$ cat config.mk
export PLATFORM = sky130hd
export DESIGN_NAME = image_pipe_arb
export DESIGN_NICKNAME = d
export VERILOG_FILES = /design/src/rtl/image_pipe_arb_pkg.sv /design/src/rtl/image_pipe_arb_rr.sv /design/src/rtl/image_pipe_arb.sv
export SDC_FILE = /design/constraint.sdc
export NUM_CORES = 1
export LEC_CHECK = 0
export CAP_MARGIN = 15
export CORE_UTILIZATION = 40
export CTS_CLUSTER_SIZE = 12
export DETAILED_ROUTE_END_ITERATION = 16
export PLACE_DENSITY = 0.77
export SYNTH_ARGS = -nofsm -noshare
export SYNTH_HDL_FRONTEND = slang
export SYNTH_SLANG_ARGS = --single-unit
$ cat constraint.sdc
create_clock -name clk -period 4.05 [get_ports clk]
set_input_delay 0.405 -clock clk [delete_from_list [all_inputs] [get_ports clk]]
set_output_delay 0.405 -clock clk [all_outputs]
set_load 0.05 [all_outputs]
$ cat src/rtl/image_pipe_arb_pkg.sv
// image_pipe_arb_pkg: shared types for the image pipe input arbiter.
// Holds the FSM state enum, the source index type and the last_grant reset value.
package image_pipe_arb_pkg;

    typedef enum logic [1:0] {
        ST_IDLE = 2'd0,
        ST_XFER = 2'd1,
        ST_GAP  = 2'd2
    } state_t;

    typedef logic src_t;

    // last_grant resets to source 1 so source 0 wins the first tie
    localparam src_t LAST_GRANT_RST = 1'b1;

endpackage

$ cat src/rtl/image_pipe_arb_rr.sv
// image_pipe_arb_rr: 2-way round-robin pick.
// Ports: i_req (per-source request), i_last_grant -> o_any (any request), o_grant (winner).
module image_pipe_arb_rr
    import image_pipe_arb_pkg::*;
(
    input  logic [1:0] i_req,
    input  src_t       i_last_grant,
    output logic       o_any,
    output src_t       o_grant
);

    always_comb begin
        o_any   = |i_req;
        o_grant = 1'b0;
        if (&i_req) begin
            // tie: the source that did not win last time
            o_grant = ~i_last_grant;
        end else begin
            o_grant = i_req[1];
        end
    end

endmodule

$ cat src/rtl/image_pipe_arb.sv
// image_pipe_arb: frame-granular round-robin arbiter for the image pipe input.
// Ports: clk/rst, in0_*/in1_* sources, cfg_enable, out_* toward pipe, frame_cnt0/1.
// Macro IMAGE_PIPE_ARB_GAP_EN adds GAP_CYC blanking cycles after each frame.
module image_pipe_arb
    import image_pipe_arb_pkg::*;
#(
    parameter int DATA_W  = 32,
    parameter int CNT_W   = 16,
    parameter int GAP_CYC = 4
) (
    input  logic              clk,
    input  logic              rst,
    input  logic              in0_valid,
    input  logic [DATA_W-1:0] in0_data,
    input  logic              in0_last,
    output logic              in0_busy,
    input  logic              in1_valid,
    input  logic [DATA_W-1:0] in1_data,
    input  logic              in1_last,
    output logic              in1_busy,
    input  logic [1:0]        cfg_enable,
    output logic              out_valid,
    output logic [DATA_W-1:0] out_data,
    output logic              out_last,
    output logic              out_src,
    input  logic              out_busy,
    output logic [CNT_W-1:0]  frame_cnt0,
    output logic [CNT_W-1:0]  frame_cnt1
);

    localparam logic [CNT_W-1:0] CNT_ONE = 1;

    state_t r_state;
    src_t   r_grant;
    src_t   r_last_grant;
`ifdef IMAGE_PIPE_ARB_GAP_EN
    logic [7:0] r_gap_cnt;
`endif

    logic              w_any;
    src_t              w_rr_grant;
    logic              w_xfer;
    logic              w_hold;
    logic              w_sel_valid;
    logic [DATA_W-1:0] w_sel_data;
    logic              w_sel_last;
    logic              w_acc;
    logic              w_acc_last;

    image_pipe_arb_rr u_rr (
        .i_req        ({in1_valid & cfg_enable[1], in0_valid & cfg_enable[0]}),
        .i_last_grant (r_last_grant),
        .o_any        (w_any),
        .o_grant      (w_rr_grant)
    );

    // output register full and pipe stalled: nothing may load
    assign w_hold = out_valid & out_busy;
    assign w_xfer = (r_state == ST_XFER);

    assign in0_busy = !(w_xfer && (r_grant == 1'b0)) || w_hold;
    assign in1_busy = !(w_xfer && (r_grant == 1'b1)) || w_hold;

    assign w_sel_valid = r_grant ? in1_valid : in0_valid;
    assign w_sel_data  = r_grant ? in1_data  : in0_data;
    assign w_sel_last  = r_grant ? in1_last  : in0_last;

    assign w_acc      = w_xfer & w_sel_valid & ~w_hold;
    assign w_acc_last = w_acc & w_sel_last;

    always_ff @(posedge clk) begin
        if (rst) begin
            r_state      <= ST_IDLE;
            r_grant      <= 1'b0;
            r_last_grant <= LAST_GRANT_RST;
            out_valid    <= 1'b0;
            out_data     <= '0;
            out_last     <= 1'b0;
            out_src      <= 1'b0;
            frame_cnt0   <= '0;
            frame_cnt1   <= '0;
`ifdef IMAGE_PIPE_ARB_GAP_EN
            r_gap_cnt    <= '0;
`endif
        end else begin
            if (w_acc) begin
                out_valid <= 1'b1;
                out_data  <= w_sel_data;
                out_last  <= w_sel_last;
                out_src   <= r_grant;
            end else if (out_valid && !out_busy) begin
                out_valid <= 1'b0;
            end

            if (w_acc_last) begin
                if (r_grant) frame_cnt1 <= frame_cnt1 + CNT_ONE;
                else         frame_cnt0 <= frame_cnt0 + CNT_ONE;
            end

            case (r_state)
                ST_IDLE: begin
                    if (w_any) begin
                        r_grant <= w_rr_grant;
                        r_state <= ST_XFER;
                    end
                end
                ST_XFER: begin
                    if (w_acc_last) begin
                        r_last_grant <= r_grant;
`ifdef IMAGE_PIPE_ARB_GAP_EN
                        r_state   <= ST_GAP;
                        r_gap_cnt <= 8'(GAP_CYC - 1);
`else
                        r_state   <= ST_IDLE;
`endif
                    end
                end
`ifdef IMAGE_PIPE_ARB_GAP_EN
                ST_GAP: begin
                    if (r_gap_cnt == 8'd0) r_state <= ST_IDLE;
                    else                   r_gap_cnt <= r_gap_cnt - 8'd1;
                end
`endif
                default: r_state <= ST_IDLE;
            endcase
        end
    end

endmodule
==> results of run 1 <==
[path summary, 6_finish.rpt]
check                        end  cells after the start  slack (ns)
setup reg to reg  frame_cnt0[11]                      4        1.79
hold / removal      out_data[22]                      2        0.33
setup / recovery        in0_busy                      3        1.43
hold reg to reg     r_last_grant                      2        0.48
[through the flow]
step	utilization	cell area, µm²	instances	worst slack (ns)
global placement	0.599	4610	573	1.44
detailed placement	0.599	4610	573	1.35
CTS	0.628	4830	589	1.37
global route	0.631	4850	590	1.29
finish	0.631	4850	590	1.43
floorplan	-	3170	352	1.84
[layer usage]
metal | part of all wire | vias to the layer above | wire (µm)
li1 | - | 1550 | -
met1 | 0.42 | 1423 | 3400
met2 | 0.48 | 127 | 3900
met3 | 0.091 | 12 | 740
met4 | 0.015 | 0 | 124
met5 | 0 | - | 0
[cells in the mapped netlist (5+ instances only)]
cell,number,area share
nor2_1,53,0.063
xnor2_1,11,0.030
inv_1,6,0.0071
mux2i_1,34,0.11
a21oi_1,21,0.033
nand2_1,14,0.017
or3_1,8,0.016
buf_1,6,0.0071
clkbuf_1,15,0.018
nand4b_1,5,0.014
nor4_1,5,0.0099
dfxtp_1,70,0.44
o21ai_0,12,0.019
a211oi_1,32,0.076
nand3_1,13,0.021
or4_1,10,0.024
o31ai_1,9,0.021
[cell families (layout without fill, tap and decap cells)]
family	count (synthesis)	in the layout	share of synthesized area
buf+inv	30	166	0.0427
xor+xnor	13	13	0.0359
simple gates	123	123	0.197
compound gates	78	78	0.160
fa+ha+maj	2	2	0.00790
flops	70	70	0.442
mux	36	36	0.115
[power breakdown]
part | switching, W | internal [W]
clock | 0.000261 | 0.000361
combinational | 0.000191 | 0.000151
sequential | 0.0000173 | 0.000717
[flip-flops by register name, summed over array words and instances (netlist names)]
register      cells
out_data         32
frame_cnt0       16
frame_cnt1       16
out_last          1
out_src           1
out_valid         1
r_grant           1
r_last_grant      1
r_state           1
[cell type report]
class | instances | area [µm²] | share of cell area
inverters | 6 | 22.5 | 0.00464
repair buffers | 144 | 1440 | 0.297
well taps | 102 | 128 | 0.0263
multi-input cells | 252 | 1630 | 0.337
clock buffers | 10 | 138 | 0.0284
flip-flops and latches | 70 | 1400 | 0.289
clock inverters | 6 | 85.1 | 0.0175
==> results.json, run 1 <==
{
  "gp_congestion": 0.751,
  "grt_overflow": 0,
  "grt_pass1_wl_mm": 13.5,
  "grt_max_degree": 68,
  "viasPerCell": 5.27,
  "top_usage_layer": "met2",
  "drv_slew": 0,
  "holdWs_ns": 0.333,
  "seq_area_frac_synth": 0.442,
  "cts_buffers": 9,
  "met2_usage": 0.335,
  "endpoint_kind": "output pin",
  "ioPinCount": 142,
  "run_status": "complete, no violations",
  "cpLargestDelayFamily": "buffers and inverters",
  "syn_area_mm2": 0.00317,
  "cts.sinks": 70,
  "critPathLaunch": "r_grant",
  "final_cell_mix": "140 x clkdlybuf4s50_1, 69 x dfxtp_1, 53 x nor2_1",
  "die_h_um": 91.0,
  "first_pass_iters": 6,
  "cts_resized": 0,
  "start_util": 0.412,
  "critPathArrivalTime_ns": 2.22,
  "ys_async_sr_fraction": 0,
  "drive_gt1_frac": 0.0533,
  "routedWlPerCell_um": 13.8,
  "leakage_nw": 1.55,
  "worst-path-buf-inv": 2,
  "grt_antenna_before_repair": 0,
  "max_stage_delay_ns": 0.84,
  "insertion_delay_ns": 0.34,
  "hp-start": "rst",
  "std_cell_rows": 32,
  "fmax_mhz": 381,
  "ys.flop_type": "dfxtp_1",
  "ir_worst_vdd_mv": 0.151,
  "htree_levels": 3,
  "critPathKind": "flip-flop to output pin",
  "layout_commonest_cell": "clkdlybuf4s50_1",
  "synth-seq-cells": 70,
  "startpoint_type": "flip-flop",
  "slew_headroom": 0.554,
  "nets": 558,
  "cts_buffer_depth": 2,
  "r2r_start": "r_state[0]",
  "diodes": 0,
  "fin_skew_ns": 0.00861,
  "yosys_warnings": 0,
  "dp_hpwl_mm": 5.97,
  "worstPathMaxFanout": 37,
  "post-route-period-util": 0.648,
  "route.vias.total": 3112,
  "drt-total-wl_mm": 8.16,
  "postRouteAntennaNets": 0,
  "worstMarginPinSlew_ns": 0.669,
  "grt_pass1_vias": 2836,
  "ctsHoldBuffers": 0,
  "setup_viol_count_final": 0,
  "die-area_mm2": 0.00828,
  "area_growth_pct": 53.1,
  "drtIter0Drc": 113,
  "min_period_ns": 2.62,
  "cts_tree": "yes",
  "cp.required_ns": 3.64,
  "grt_util_all_layers": 0.204,
  "synth-edff-count": 0,
  "drc": 0,
  "hold_class": "input port to flip-flop",
  "worstPathCellList": "buf_4 > nand2b_1 > clkdlybuf4s50_1",
  "syn_avg_cell_area_um2": 9.00,
  "finalHoldViolations": 0,
  "coreArea_mm2": 0.00769,
  "chipWidth_um": 91.0,
  "synth_fp_nets": 427,
  "totalPowerFinal_w": 0.00170,
  "use_met1": 0.242,
  "cts_setup_buffers": 0,
  "synth_cells": 352,
  "synth.distinct_cells": 34,
  "fill_cells": 667,
  "use_met3": 0.0796,
  "port_buffers": 141,
  "rsz0062_at_grt": "no",
  "root_buffer": "clkbuf_8",
  "p_per_area_mw_per_mm2": 350,
  "cp_slowest_cell": "clkdlybuf4s50_1",
  "clkTransAtPathRegs_ns": 0.08,
  "maxCapViolCount": 0,
  "tns_ns": 0
}
Power figures use the tool's default switching activity.
==> run 2, diff against run 1 <==
Settings changed: CORE_UTILIZATION 40 to 38.
Clock period 4.05 ns to 2.12 ns, I/O delays scaled along.
==> run 2 against run 1 <==
Against the previous run:
- highest routed layer unchanged
- flip-flop and latch count did not move
- register-to-register slack worse by 1.7 ns
- total power is 87% higher
- routed wire length rose by 0.71%
==> results.json, run 2 (synthesis gave the netlist of run 1 again) <==
{
  "slew_headroom": 0.597,
  "final_cell_mix": "138 x clkdlybuf4s50_1, 59 x dfxtp_1, 53 x nor2_1",
  "p_per_area_mw_per_mm2": 643,
  "cp.required_ns": 2.40,
  "postRouteAntennaNets": 0,
  "cts.sinks": 70,
  "insertion_delay_ns": 0.35,
  "gp_congestion": 0.789,
  "chipWidth_um": 93.3,
  "coreArea_mm2": 0.00789,
  "critPathKind": "flip-flop to flip-flop",
  "route.vias.total": 3079,
  "reg2reg_to": "frame_cnt1[13]",
  "area_growth_pct": 56.2,
  "regToRegSetupSlack_ns": 0.11,
  "std_cell_rows": 32,
  "holdWs_ns": 0.387,
  "run_status": "complete, no violations",
  "dp_hpwl_mm": 6.22,
  "cts_tree": "yes",
  "ctsHoldBuffers": 0,
  "top_regs": "out_data (32), frame_cnt0 (16), frame_cnt1 (16)",
  "grt_util_all_layers": 0.198,
  "grt_overflow": 0,
  "r2r_start": "r_state[0]",
  "utilization": 0.628,
  "drv_slew": 0,
  "start_util": 0.402,
  "fmax_mhz": 498,
  "fin_skew_ns": 0.00889,
  "die-area_mm2": 0.00871,
  "hp-start": "rst",
  "layout_commonest_cell": "clkdlybuf4s50_1",
  "drt-total-wl_mm": 8.22,
  "routedWlPerCell_um": 13.7,
  "drtIter0Drc": 74,
  "cts_buffers": 9,
  "cts_setup_buffers": 0,
  "cts_buffer_depth": 2,
  "ir_worst_vdd_mv": 0.304,
  "hold_path_depth": 2,
  "ff2ff_path_depth": 4,
  "grt_pass1_wl_mm": 13.5,
  "maxCapViolCount": 0,
  "finalNonFillerCells": 601,
  "endpoint_kind": "flip-flop",
  "cts_resized": 0,
  "port_buffers": 141,
  "holdPathEnd": "out_data[22]",
  "htree_levels": 3,
  "finalHoldViolations": 0,
  "hold_class": "input port to flip-flop",
  "viasPerCell": 5.12,
  "worstMarginPinSlew_ns": 0.602,
  "place_inst": 585,
  "min_period_ns": 2.01,
  "grt_pass1_vias": 2968,
  "drc": 0,
  "leakage_nw": 1.60,
  "root_buffer": "clkbuf_8",
  "grt_max_degree": 45,
  "rsz0062_at_grt": "no",
  "die_h_um": 93.3,
  "largest_register_ffs": 32,
  "critPathArrivalTime_ns": 2.29,
  "setup_viol_count_final": 0,
  "diodes": 0,
  "ioPinCount": 142,
  "grt_antenna_before_repair": 0,
  "clkTransAtPathRegs_ns": 0.08,
  "top_register": "out_data",
  "worstPathMaxFanout": 12,
  "drive_gt1_frac": 0.0982,
  "startpoint_type": "flip-flop",
  "post-route-period-util": 0.947,
  "nets": 569,
  "first_pass_iters": 4
}
-- run 2: changes by cell type in the layout (fill, tap and decap cells not counted), sizes merged --
| cell | before | now |
|---|---|---|
| bufinv | 2 | 1 |
| clkinv | 2 | 1 |
| clkdlybuf4s50 | 140 | 138 |
| clkinvlp | 2 | 3 |
| inv | 6 | 7 |
| buf | 4 | 17 |
-- run 2: per-stage QoR --
step	TNS, ns	area (µm²)	setup slack, ns	power (W)
2_1_floorplan	0	3180	0.0363	0.00181
3_3_place_gp	-0.876	4740	-0.111	0.00210
3_5_place_dp	-1.20	4740	-0.140	0.00211
4_1_cts	0	4950	0.105	0.00322
5_1_grt	0	4950	0.0303	0.00333
6_report	0	4950	0.112	0.00318
-- run 2: layer usage --
| layer | global-route usage | share of wire |
|---|---|---|
| met5 | 0 | 0 |
| met4 | 0.0769 | 0.018 |
| met3 | 0.0813 | 0.090 |
| met2 | 0.331 | 0.47 |
| met1 | 0.223 | 0.42 |
-- run 2: layout make-up --
type                            count  area (µm²)
Multi-Input combinational cell    252        1630
Clock buffer                       10         138
Tap cell                          102         128
Clock inverter                      6        70.1
Inverter                            6        22.5
Fill cell                         649        2940
Timing Repair Buffer              155        1540
Sequential cell                    70        1420
-- run 2: worst max-delay path by stage --
stage                           to  slack, ns  cells after the start  startpoint
floorplan           frame_cnt0[13]       0.04                      6   out_valid
global placement    frame_cnt1[15]      -0.11                      5    out_busy
detailed placement  frame_cnt1[15]      -0.14                      5    out_busy
CTS                 frame_cnt1[15]       0.11                      4  r_state[0]
global route         frame_cnt0[7]       0.03                      5  r_state[0]
finish              frame_cnt1[13]       0.11                      4  r_state[0]
-- run 2: report_power, final --
part	switching, W	internal [W]	leakage (nW)
Sequential	0.0000324	0.00137	0.574
Combinational	0.000366	0.000309	0.934
Clock	0.000525	0.000581	0.0951
-- run 2: worst max-delay path, stage by stage (launching register included) --
cell     delay (ns)
dfxtp_1        0.40
a21bo_1        0.27
or4_4          0.62
or4_1          0.52
a21oi_1        0.15
==> run 3, diff against run 2 <==
Settings changed: CTS_CLUSTER_SIZE 12 to not set, GPL_ROUTABILITY_DRIVEN set to 0.
==> results of run 3 <==
Same layout as run 2: the final DEF is identical, and so are final timing and power.
